[config.mk]
export PLATFORM = sky130hd
export DESIGN_NAME = bist_pattern_gen
export DESIGN_NICKNAME = d
export VERILOG_FILES = /design/src/rtl/bist_pattern_gen.sv
export SDC_FILE = /design/constraint.sdc
export NUM_CORES = 1
export LEC_CHECK = 0
export CORE_UTILIZATION = 40
export DETAILED_ROUTE_END_ITERATION = 10
export GPL_ROUTABILITY_DRIVEN = 0
export PLACE_DENSITY = 0.62
export SETUP_SLACK_MARGIN = 0.15
export SLEW_MARGIN = 5
export SYNTH_ARGS = -nofsm -noshare
export SYNTH_HDL_FRONTEND = slang
export SYNTH_SLANG_ARGS = --single-unit
[constraint.sdc]
create_clock -name clk -period 4.22 [get_ports clk]
set_input_delay 1.055 -clock clk [delete_from_list [all_inputs] [get_ports clk]]
set_output_delay 1.055 -clock clk [all_outputs]
set_load 0.03 [all_outputs]
[src/rtl/bist_pattern_gen.sv]
// bist_pattern_gen: LFSR test-pattern source for a combinational CUT.
//
// After a start pulse the block emits num_patterns pseudo-random vectors over
// a valid/ready handshake and then raises a sticky done flag.
//
// Ports:
//   clk            rising-edge clock
//   rst_n          asynchronous active-low reset
//   start          single-cycle run request (ignored while busy)
//   seed           initial LFSR state, sampled on an accepted start
//   num_patterns   number of patterns to emit, sampled on an accepted start
//   pattern_ready  downstream accepts the current pattern
//   pattern        current vector (pattern[0..4] = N1,N2,N3,N6,N7 of c17)
//   pattern_valid  pattern holds a valid vector
//   pattern_index  0-based index of the current pattern
//   busy           high while patterns are being emitted
//   done           high after the last pattern, until the next start
//
// Build option:
//   BIST_PATTERN_GEN_EXHAUSTIVE_EN  de Bruijn mode. The all-zero state is
//                                   spliced into the sequence, so all 2^WIDTH
//                                   vectors appear and a zero seed is legal.
module bist_pattern_gen #(
  parameter int               WIDTH = 5,
  parameter logic [WIDTH-1:0] TAPS  = 5'b10100,
  parameter int               CNT_W = 8
) (
  input  logic             clk,
  input  logic             rst_n,
  input  logic             start,
  input  logic [WIDTH-1:0] seed,
  input  logic [CNT_W-1:0] num_patterns,
  input  logic             pattern_ready,
  output logic [WIDTH-1:0] pattern,
  output logic             pattern_valid,
  output logic [CNT_W-1:0] pattern_index,
  output logic             busy,
  output logic             done
);

  typedef enum logic [1:0] {
    IDLE = 2'd0,
    RUN  = 2'd1,
    DONE = 2'd2
  } state_t;

  localparam logic [CNT_W-1:0] CNT_ZERO = {CNT_W{1'b0}};
  localparam logic [CNT_W-1:0] CNT_ONE  = {{(CNT_W-1){1'b0}}, 1'b1};
  localparam logic [WIDTH-1:0] VEC_ZERO = {WIDTH{1'b0}};
  localparam logic [WIDTH-1:0] VEC_ONE  = {{(WIDTH-1){1'b0}}, 1'b1};

  // One step of the Fibonacci LFSR; in de Bruijn mode the feedback is
  // inverted when the low bits are all zero, which splices 0 after 10..0.
  function automatic logic [WIDTH-1:0] lfsr_step(input logic [WIDTH-1:0] s);
    logic fb;
    fb = ^(s & TAPS);
`ifdef BIST_PATTERN_GEN_EXHAUSTIVE_EN
    fb = fb ^ (s[WIDTH-2:0] == {(WIDTH-1){1'b0}});
`endif
    return {s[WIDTH-2:0], fb};
  endfunction

  state_t           state_r;
  state_t           state_next_s;
  logic [WIDTH-1:0] lfsr_r;
  logic [WIDTH-1:0] lfsr_next_s;
  logic [CNT_W-1:0] index_next_s;
  logic [CNT_W-1:0] target_r;
  logic [CNT_W-1:0] target_next_s;
  logic [WIDTH-1:0] seed_fixed_s;
  logic             transfer_s;

  // Seed conditioning: a plain LFSR must never be loaded with zero.
  always_comb begin
`ifdef BIST_PATTERN_GEN_EXHAUSTIVE_EN
    seed_fixed_s = seed;
`else
    if (seed == VEC_ZERO) begin
      seed_fixed_s = VEC_ONE;
    end else begin
      seed_fixed_s = seed;
    end
`endif
  end

  assign transfer_s = pattern_valid & pattern_ready;

  // Next-state, next-LFSR and next-index logic.
  always_comb begin
    state_next_s  = state_r;
    lfsr_next_s   = lfsr_r;
    index_next_s  = pattern_index;
    target_next_s = target_r;
    case (state_r)
      IDLE, DONE: begin
        if (start) begin
          lfsr_next_s   = seed_fixed_s;
          index_next_s  = CNT_ZERO;
          target_next_s = num_patterns;
          if (num_patterns == CNT_ZERO) begin
            state_next_s = DONE;
          end else begin
            state_next_s = RUN;
          end
        end else begin
          state_next_s = state_r;
        end
      end
      RUN: begin
        if (transfer_s) begin
          if (pattern_index == (target_r - CNT_ONE)) begin
            state_next_s = DONE;
          end else begin
            lfsr_next_s  = lfsr_step(lfsr_r);
            index_next_s = pattern_index + CNT_ONE;
          end
        end else begin
          state_next_s = RUN;
        end
      end
      default: begin
        state_next_s = IDLE;
      end
    endcase
  end

  // State, datapath and registered outputs. Outputs are decoded from the
  // next state so they line up with the state register without extra delay.
  always_ff @(posedge clk or negedge rst_n) begin
    if (!rst_n) begin
      state_r       <= IDLE;
      lfsr_r        <= VEC_ZERO;
      target_r      <= CNT_ZERO;
      pattern       <= VEC_ZERO;
      pattern_index <= CNT_ZERO;
      pattern_valid <= 1'b0;
      busy          <= 1'b0;
      done          <= 1'b0;
    end else begin
      state_r       <= state_next_s;
      lfsr_r        <= lfsr_next_s;
      target_r      <= target_next_s;
      pattern_index <= index_next_s;
      pattern_valid <= (state_next_s == RUN);
      busy          <= (state_next_s == RUN);
      done          <= (state_next_s == DONE);
      // pattern follows the LFSR only while emitting; it holds in DONE.
      if (state_next_s == RUN) begin
        pattern <= lfsr_next_s;
      end else begin
        pattern <= pattern;
      end
    end
  end

endmodule

==> impl_metrics.json, run 1 <==
{
  "p_per_area_nw_per_um2": 774.4,
  "clk_latency_ns": 0.28,
  "worst_pin_slew_ns": 0.6260,
  "ys.flop_type": "dfrtp_1",
  "yosys_warnings": 0,
  "cts_max_level": 2,
  "synth.top_cell.area_share_pct": 44.98,
  "critPathArrivalTime_ns": 3.06,
  "clock_sinks": 30,
  "slew_headroom_pct": 58.27,
  "end_kind": "register",
  "synth_cell_type_count": 40,
  "hold_class": "register to register",
  "crit_required_ns": 4.39,
  "nNetsFinal": 228,
  "die_area_sq_um": 4435,
  "synthTopCellsByArea": "dfrtp_1 45%, nand2_1 9.9%, mux2_2 6.1%",
  "placeableCoreArea_sq_um": 4000,
  "path_max_fanout": 6,
  "yosys.area_share.simple_pct": 23.16,
  "cp_num_buf_inv": 2,
  "synth_compound_area_share_pct": 12.52,
  "synth.mux.area_fraction_pct": 9.070,
  "fmax_mhz": 346.1,
  "grt_pass1_wl_mm": 6.423,
  "startpoint_type": "primary input",
  "dp.cells": 252,
  "drt_first_pass_iters": 4,
  "drc": 0,
  "synthCells": 173,
  "drt_wl_total_mm": 3.793,
  "grt_max_degree": 31,
  "synthAdderAreaFrac_pct": 1.499,
  "path_class": "primary input to register",
  "cts-root-buf": "clkbuf_8",
  "yosysMostFrequentCell": "nand2_1",
  "syn2layout_area_growth_pct": 27.66,
  "fin_worst_skew_ns": 0.005974,
  "rsz0062_at_grt": "no",
  "diodes": 0,
  "cellLeakagePower_uw": 0.0009209,
  "hold_violations": 0,
  "path_cells": "clkdlybuf4s50_1 -> nand4b_1 -> a21boi_0 -> inv_1 -> a311oi_1 -> a21oi_1 -> a31o_2",
  "status": "finished clean",
  "peakVddDrop_uv": 377.1,
  "drtAntennaViolNets": 0,
  "fp.dieW_microns": 66.60,
  "seq_area_frac_synth_pct": 44.98,
  "synth_top_family_by_area": "simple AND/OR/NAND/NOR gates",
  "cts_tree": "done",
  "finalPower_uw": 1650,
  "grt.total_usage_pct": 19.52,
  "slowest_stage": "clkdlybuf4s50_1",
  "ys_async_sr_fraction_pct": 100.0,
  "cap_violations": 0,
  "post-route-min-period_ns": 2.890,
  "syn_area_sq_um": 1669,
  "row_count": 23,
  "fin_setup_tns_ns": 0,
  "slew_violations": 0,
  "dp_hpwl_mm": 2.796,
  "hold_buffers": 0,
  "cts_max_path_buffers": 2,
  "final_cells": 258,
  "portBuffers": 32,
  "layout-drive-gt1-share_pct": 12.50,
  "antenna_found_initial": 0,
  "avgSynthCellArea_sq_um": 9.648,
  "routedWlPerCell_microns": 14.70,
  "synth_xor_area_share_pct": 6.297,
  "clkSlewWorstSetupHoldPaths_ns": 0.06,
  "die_h_microns": 66.60,
  "synth_common_cells": "44 x nand2_1, 30 x dfrtp_1, 9 x mux2_2, 8 x nand4_1, 8 x nor2_1",
  "setup_violations": 0,
  "ctsResizeCount": 0,
  "synth_area_leader_cell": "dfrtp_1",
  "vias_per_cell": 5.217,
  "finalCritPeriodShare_pct": 68.47,
  "initial_core_util_pct": 41.73,
  "drt_iter0_markers": 54,
  "vias": 1346,
  "synth_edf_count": 0,
  "cts_buffers": 5,
  "cts_setup_buffers": 0,
  "io_pins": 33,
  "grt_overflow": 0,
  "synthesis.nets": 192,
  "path_delay_family": "compound AO/OA/AOI/OAI gates",
  "slowest_delay_ns": 0.48,
  "ys_seq_elements": 30,
  "grt_pass1_vias": 1375,
  "fill_cells": 368
}
registers in the layout, summed over array words and instances, names as in the netlist:
register and flops:
state_r 2, done 1, busy 1, target_r 8, pattern 5, pattern_index 8
lfsr_r 5
worst register-to-register path, stage by stage (launching register included):
cell,delay (ns)
dfrtp_1,0.40
inv_1,0.08
ha_1,0.30
xor2_1,0.14
nand2_1,0.11
a2111oi_4,0.63
a31oi_4,0.26
mux2_2,0.34
mux2_2,0.26
routing by layer:
metal,global-route usage [%],wire (microns),up-vias
li1,-,-,675
met1,23.28,1706,636
met2,34.09,1892,29
met3,4.110,132,6
met4,7.181,61,0
met5,0,0,-
cells in the final DEF, fill, tap and decap left out, types with 2 or more instances in the layout:
cell type	count
clkdlybuf4s50_1	32
nand2_1	44
a31oi_1	2
mux2i_1	5
xnor2_1	7
ha_1	2
mux2_2	9
a311oi_1	3
dfrtp_1	30
o21ai_0	3
o22ai_1	2
clkbuf_8	6
nor2_1	8
or4_1	2
a31o_2	2
buf_4	3
nor2b_1	4
nand2b_1	4
nand4_1	8
o2bb2ai_1	2
a21oi_1	4
xor2_1	5
inv_1	4
final timing paths:
| path | startpoint | end | slack [ns] | cells after the start |
|---|---|---|---|---|
| worst max-delay path | pattern_ready | pattern_index[4] | 1.33 | 7 |
| worst min-delay path | pattern[4] | pattern[4] | 0.52 | 1 |
| worst max register to register | target_r[0] | pattern[1] | 1.59 | 8 |
| worst min register to register | pattern[4] | pattern[4] | 0.52 | 1 |
| max in group asynchronous | rst_n | target_r[2] | 2.76 | 2 |
| min in group asynchronous | rst_n | target_r[5] | 1.17 | 2 |
layout make-up:
| class | instances | area, sq um | share of cell area, % |
|---|---|---|---|
| Clock buffer | 6 | 82.58 | 3.876 |
| Inverter | 4 | 15.01 | 0.7046 |
| Multi-Input combinational cell | 133 | 877.1 | 41.16 |
| Timing Repair Buffer | 35 | 342.8 | 16.09 |
| Tap cell | 50 | 62.56 | 2.936 |
| Sequential cell | 30 | 750.7 | 35.23 |
power breakdown:
part           internal, uW  switching (uW)
Combinational           394             497
Sequential              410             123
Clock                   125             100
Total                   930             720
metrics by stage:
| step | area (sq um) | util, % | setup WS [ns] | hold WS, ns |
|---|---|---|---|---|
| 3_3_place_gp | 2048 | 51.20 | 1.161 | 0.4924 |
| 3_5_place_dp | 2048 | 51.20 | 1.049 | 0.5030 |
| 2_1_floorplan | 1669 | - | 1.761 | 0.4918 |
| 4_1_cts | 2131 | 53.27 | 1.336 | 0.5232 |
| 6_report | 2131 | 53.27 | 1.330 | 0.5172 |
| 5_1_grt | 2131 | 53.27 | 1.121 | 0.5414 |
cells by family (layout without fill, tap and decap cells):
logic type      count (synthesis)  after routing
simple gates                   81             81
fa+ha+maj                       2              2
xor+xnor                       12             12
buf+inv                        10             45
compound gates                 24             24
flops                          30             30
mux                            14             14
No activity file was read; power rests on OpenSTA's default activity.
==> run 2, diff against run 1 <==
==> constraint.sdc (replaced) <==
create_clock -name clk -period 2.7 [get_ports clk]
set_input_delay 0.675 -clock clk [delete_from_list [all_inputs] [get_ports clk]]
set_output_delay 0.675 -clock clk [all_outputs]
set_load 0.03 [all_outputs]
==> run 2 against run 1 <==
- flip-flop and latch count stayed put
- die area stayed put
- via count is 4.5% higher
- critical path type is now register to register
==> impl_metrics.json, run 2 (synthesized netlist as in run 1, its figures left out) <==
{
  "die_area_sq_um": 4435,
  "grt_pass1_vias": 1480,
  "crit_required_ns": 2.87,
  "rsz0062_at_grt": "no",
  "multi_input_area_sq_um": 889.6,
  "initial_core_util_pct": 41.73,
  "drc": 0,
  "slowest_delay_ns": 0.43,
  "io_pins": 33,
  "peakVddDrop_uv": 574.1,
  "min_from": "pattern[2]",
  "fin_setup_tns_ns": 0,
  "hold_violations": 0,
  "p_per_area_nw_per_um2": 1224,
  "regToRegSetupSlack_ns": 0.33,
  "hold_class": "register to register",
  "worst_path_most_repeated_cell": "mux2_2",
  "layout-drive-gt1-share_pct": 16.13,
  "slowest_stage": "dfrtp_1",
  "cts_buffers": 5,
  "setup_violations": 0,
  "path_cells": "inv_1 -> ha_1 -> nor2b_1 -> mux2i_1 -> o21bai_2 -> a31oi_4 -> mux2_2 -> mux2_2",
  "cts_max_level": 2,
  "grt_overflow": 0,
  "status": "finished clean",
  "r2r_end": "pattern[2]",
  "slew_headroom_pct": 69.31,
  "cts-root-buf": "clkbuf_8",
  "dp_hpwl_mm": 2.887,
  "routedWlPerCell_microns": 14.38,
  "antenna_found_initial": 0,
  "grt_max_degree": 31,
  "vias_per_cell": 5.266,
  "critPathArrivalTime_ns": 2.54,
  "grt.total_usage_pct": 20.59,
  "final_common_cell": "nand2_1",
  "portBuffers": 32,
  "regArea_sq_um": 750.7,
  "syn2layout_area_growth_pct": 32.08,
  "startpoint_type": "register",
  "path_depth": 8,
  "finalCritPeriodShare_pct": 87.85,
  "vias": 1406,
  "nNetsFinal": 235,
  "post-route-min-period_ns": 2.372,
  "grt_pass1_wl_mm": 6.686,
  "row_count": 23,
  "drtAntennaViolNets": 0,
  "fp.dieW_microns": 66.60,
  "cts_max_path_buffers": 2,
  "worst_pin_slew_ns": 0.4600,
  "fmax_mhz": 421.6,
  "drt_wl_total_mm": 3.839,
  "path_class": "register to register",
  "ff2ff_path_depth": 8,
  "slew_violations": 0,
  "largestRegisters": "pattern_index x8, target_r x8",
  "dp.cells": 258,
  "clkSlewWorstSetupHoldPaths_ns": 0.06,
  "cellLeakagePower_uw": 0.0009640,
  "placeableCoreArea_sq_um": 4000,
  "end_kind": "register",
  "clock_sinks": 30,
  "path_delay_family": "multiplexers",
  "clk_latency_ns": 0.29,
  "final_cells": 267,
  "holdPathEnd": "pattern[2]",
  "diodes": 0,
  "fill_cells": 368,
  "fin_worst_skew_ns": 0.004354,
  "r2r-start": "target_r[0]",
  "cts_tree": "done",
  "cap_violations": 0,
  "hold_depth": 1,
  "final_cell_mix": "44 x nand2_1, 32 x clkdlybuf4s50_1, 30 x dfrtp_1",
  "path_max_fanout": 9,
  "drt_first_pass_iters": 4,
  "die_h_microns": 66.60,
  "cp_num_buf_inv": 1,
  "drt_iter0_markers": 55
}
## run 2: layout make-up
class,count,area share (%)
clock buffers,7,3.916
clock inverters,1,0.2270
inverters,4,0.6810
multi-input cells,133,40.35
flip-flops and latches,30,34.05
well taps,50,2.838
repair buffers,42,17.93
## run 2: where the power goes
group	internal [uW]	switching, uW	total (uW)
clock network	205	167	372
registers	641	200	841
logic	685	801	1490
total	1530	1170	2700
## run 2: worst max path at each step
stage	endpoint	from	slack [ns]
2_1_floorplan	pattern[1]	pattern_index[5]	0.31
3_3_place_gp	pattern_index[4]	pattern_ready	0.13
3_5_place_dp	pattern[0]	num_patterns[1]	0.08
4_1_cts	pattern[4]	target_r[0]	0.20
5_1_grt	pattern_index[4]	pattern_ready	0.16
6_report	pattern[2]	target_r[0]	0.33
## run 2: layer usage
metal  share of wire [%]  global-route usage [%]  vias to the layer above
met5                   0                       0                        -
met3                 3.5                   4.795                        7
met4                 1.6                   9.574                        0
li1                    -                       -                      689
met1                  43                   23.55                      687
met2                  52                   35.86                       23
## run 2: stage by stage
step                      setup slack (ns)  total power, uW  utilization [%]  hold slack, ns  instance area (sq um)
after floorplan                     0.3050             1827                -          0.3794                   1669
after global placement              0.1297             2257            52.33          0.4915                   2093
after detailed placement           0.08462             2303            52.33          0.5002                   2093
after CTS                           0.2043             2691            54.61          0.5171                   2185
after global routing                0.1620             2902            55.11          0.5380                   2205
final                               0.3281             2699            55.11          0.5111                   2205
## run 2: repair_timing
| item | CTS | global route |
|---|---|---|
| hold buffers | 0 | 0 |
| hold endpoints to repair | 0 | 0 |
| gates resized for setup | 0 | 2 |
| buffers inserted | 0 | 1 |
| endpoints found under the setup margin | 0 | 7 |
==> run 3, diff against run 2 <==
--- a/config.mk
+++ b/config.mk
@@ -5,9 +5,12 @@
 export SDC_FILE = /design/constraint.sdc
 export NUM_CORES = 1
 export LEC_CHECK = 0
+export ABC_AREA = 1
 export CORE_UTILIZATION = 40
+export CTS_CLUSTER_DIAMETER = 80
 export DETAILED_ROUTE_END_ITERATION = 10
 export GPL_ROUTABILITY_DRIVEN = 0
+export GPL_TIMING_DRIVEN = 1
 export PLACE_DENSITY = 0.62
 export SETUP_SLACK_MARGIN = 0.15
 export SLEW_MARGIN = 5
==> run 3 against run 2 <==
- global-route usage shrank 0.93 points
- sequential share of layout area shrank 1.1 points
- worst setup slack gained 0.17 ns
- worst hold slack lost 0.026 ns
- maximum frequency grew 7.6%
- critical path type unchanged
==> impl_metrics.json, run 3 <==
{
  "worst_path_most_repeated_cell": "nand2_1",
  "clk_latency_ns": 0.29,
  "final_common_cell": "nand2_1",
  "min_from": "pattern[4]",
  "drc": 0,
  "clock_sinks": 30,
  "synth.top_cell.area_share_pct": 42.64,
  "grt_pass1_vias": 1454,
  "vias": 1627,
  "fill_cells": 401,
  "r2r-start": "target_r[0]",
  "dp_hpwl_mm": 2.918,
  "die_h_microns": 68.34,
  "cts-root-buf": "clkbuf_8",
  "synthCells": 244,
  "path_cells": "inv_1 -> ha_1 -> nand2_1 -> nor2_1 -> nand3_1 -> nand2_1 -> inv_1 -> nor2_1 -> nand3_4 -> nand2_1 -> nand2_1 -> nand3_1 -> nand3_1 -> nand2_1 -> nand2_1",
  "end_kind": "register",
  "antenna_found_initial": 0,
  "ys.flop_type": "dfrtp_1",
  "cts_tree": "done",
  "path_delay_family": "simple AND/OR/NAND/NOR gates",
  "p_per_area_nw_per_um2": 1038,
  "synthesis.nets": 263,
  "ys_async_sr_fraction_pct": 100.0,
  "synth_common_cells": "87 x nand2_1, 30 x dfrtp_1, 30 x inv_1, 28 x nand3_1, 20 x nor2_1",
  "drt_iter0_markers": 87,
  "largestRegisters": "pattern_index x8, target_r x8",
  "cts_buffers": 5,
  "row_count": 23,
  "cts_max_path_buffers": 2,
  "seq_area_frac_synth_pct": 42.64,
  "final_cells": 332,
  "cellLeakagePower_uw": 0.001079,
  "worst_pin_slew_ns": 0.3863,
  "finalPower_uw": 2364,
  "die_area_sq_um": 4670,
  "synthTopCellsByArea": "dfrtp_1 43%, nand2_1 19%, nand3_1 8.0%",
  "rsz0062_at_grt": "no",
  "ys_seq_elements": 30,
  "regArea_sq_um": 750.7,
  "initial_core_util_pct": 42.78,
  "slew_headroom_pct": 74.19,
  "slowest_stage": "dfrtp_1",
  "peakVddDrop_uv": 468.4,
  "layout-drive-gt1-share_pct": 5.674,
  "r2r_end": "pattern[3]",
  "cts_setup_buffers": 0,
  "timing.hold.ws_ns": 0.4848,
  "syn_area_sq_um": 1760,
  "holdPathEnd": "pattern[4]",
  "grt_overflow": 0,
  "diodes": 0,
  "multi_input_area_sq_um": 865.8,
  "cts_max_level": 2,
  "vias_per_cell": 4.901,
  "fin_worst_skew_ns": 0.009862,
  "dp.cells": 324,
  "nNetsFinal": 300,
  "ff2ff_path_depth": 15,
  "drt_first_pass_iters": 4,
  "routedWlPerCell_microns": 11.95,
  "startpoint_type": "register",
  "crit_required_ns": 2.88,
  "finalCritPeriodShare_pct": 81.62,
  "hold_buffers": 0,
  "cp_num_buf_inv": 2,
  "final_cell_mix": "87 x nand2_1, 32 x clkdlybuf4s50_1, 30 x inv_1, 30 x dfrtp_1, 28 x nand3_1",
  "placeableCoreArea_sq_um": 4115,
  "clkSlewWorstSetupHoldPaths_ns": 0.07,
  "ctsResizeCount": 0,
  "yosys_warnings": 0,
  "yosysMostFrequentCell": "nand2_1",
  "hold_depth": 2,
  "grt_pass1_wl_mm": 6.555,
  "fin_setup_tns_ns": 0,
  "synth_area_leader_cell": "dfrtp_1",
  "grt_max_degree": 31,
  "hold_violations": 0,
  "slew_violations": 0,
  "syn2layout_area_growth_pct": 29.35,
  "grt.total_usage_pct": 19.66,
  "slowest_delay_ns": 0.37,
  "post-route-min-period_ns": 2.204,
  "portBuffers": 32,
  "synth_edf_count": 0,
  "setup_violations": 0,
  "fp.dieW_microns": 68.34,
  "path_max_fanout": 9,
  "avgSynthCellArea_sq_um": 7.215,
  "drt_wl_total_mm": 3.966,
  "regToRegSetupSlack_ns": 0.50,
  "hold_class": "register to register",
  "cap_violations": 0,
  "io_pins": 33,
  "status": "finished clean",
  "drtAntennaViolNets": 0,
  "synth_cell_type_count": 25,
  "fmax_mhz": 453.8,
  "critPathArrivalTime_ns": 2.39,
  "path_class": "register to register"
}
-- run 3: cell types whose count changed in the layout (fill, tap and decap cells not counted), moves of 5 or more --
cell | before | now
nand2_1 | 44 | 87
nand3_1 | 1 | 28
inv_1 | 4 | 30
nor2_1 | 8 | 20
o21ai_0 | 3 | 14
mux2_2 | 9 | 0
buf_4 | 10 | 3
nand4_1 | 8 | 1
mux2i_1 | 5 | 0
nand3b_1 | 0 | 5
-- run 3: kinds of logic (layout without fill, tap and decap cells) --
group	Yosys count	after routing	share of synthesized area, %
DFF	30	30	42.64
and+or+nand+nor	151	151	37.60
buffers and inverters	35	73	8.174
xor gates and xnor gates	8	8	3.980
AOI/OAI and AO/OA	18	18	6.184
adders and majority gates	2	2	1.421
-- run 3: tightest hold or removal path, cell delays in order, from the launching register on --
cell	delay (ns)
dfrtp_1	0.35
nand2_1	0.05
nand2_1	0.05
-- run 3: layout make-up --
type	instances	share of cell area [%]
clock inverter	2	2.637
timing repair buffer	35	15.05
inverter	30	4.945
sequential	30	32.97
multi-input combinational	179	38.02
tap	50	2.747
clock buffer	6	3.626
-- run 3: worst max path at each step --
stage,end,start,cells past startpoint
2_1_floorplan,pattern[0],target_r[0],16
3_3_place_gp,pattern[4],num_patterns[5],8
3_5_place_dp,pattern[0],num_patterns[5],8
4_1_cts,pattern[3],target_r[0],15
5_1_grt,pattern[1],target_r[0],15
6_report,pattern[3],target_r[0],15
-- run 3: metal layers --
layer | up-vias | wire [microns] | global-route usage (%)
met5 | - | 0 | 0
met4 | 0 | 59 | 7.031
met3 | 7 | 222 | 6.333
met2 | 41 | 1737 | 29.29
met1 | 734 | 1947 | 26.45
li1 | 845 | - | -
-- run 3: power breakdown --
part / switching, uW / internal, uW / total, uW
registers: 160 / 616 / 775
clock network: 176 / 394 / 569
logic: 618 / 401 / 1020
total: 954 / 1410 / 2360
-- run 3: per-stage QoR --
step                      area (sq um)  setup WS [ns]  utilization, %
after detailed placement          2135         0.4141           51.87
after floorplan                   1760         0.7980               -
final                             2277         0.4962           55.34
after CTS                         2277         0.4704           55.34
after global routing              2277         0.1891           55.34
after global placement            2135         0.4538           51.87
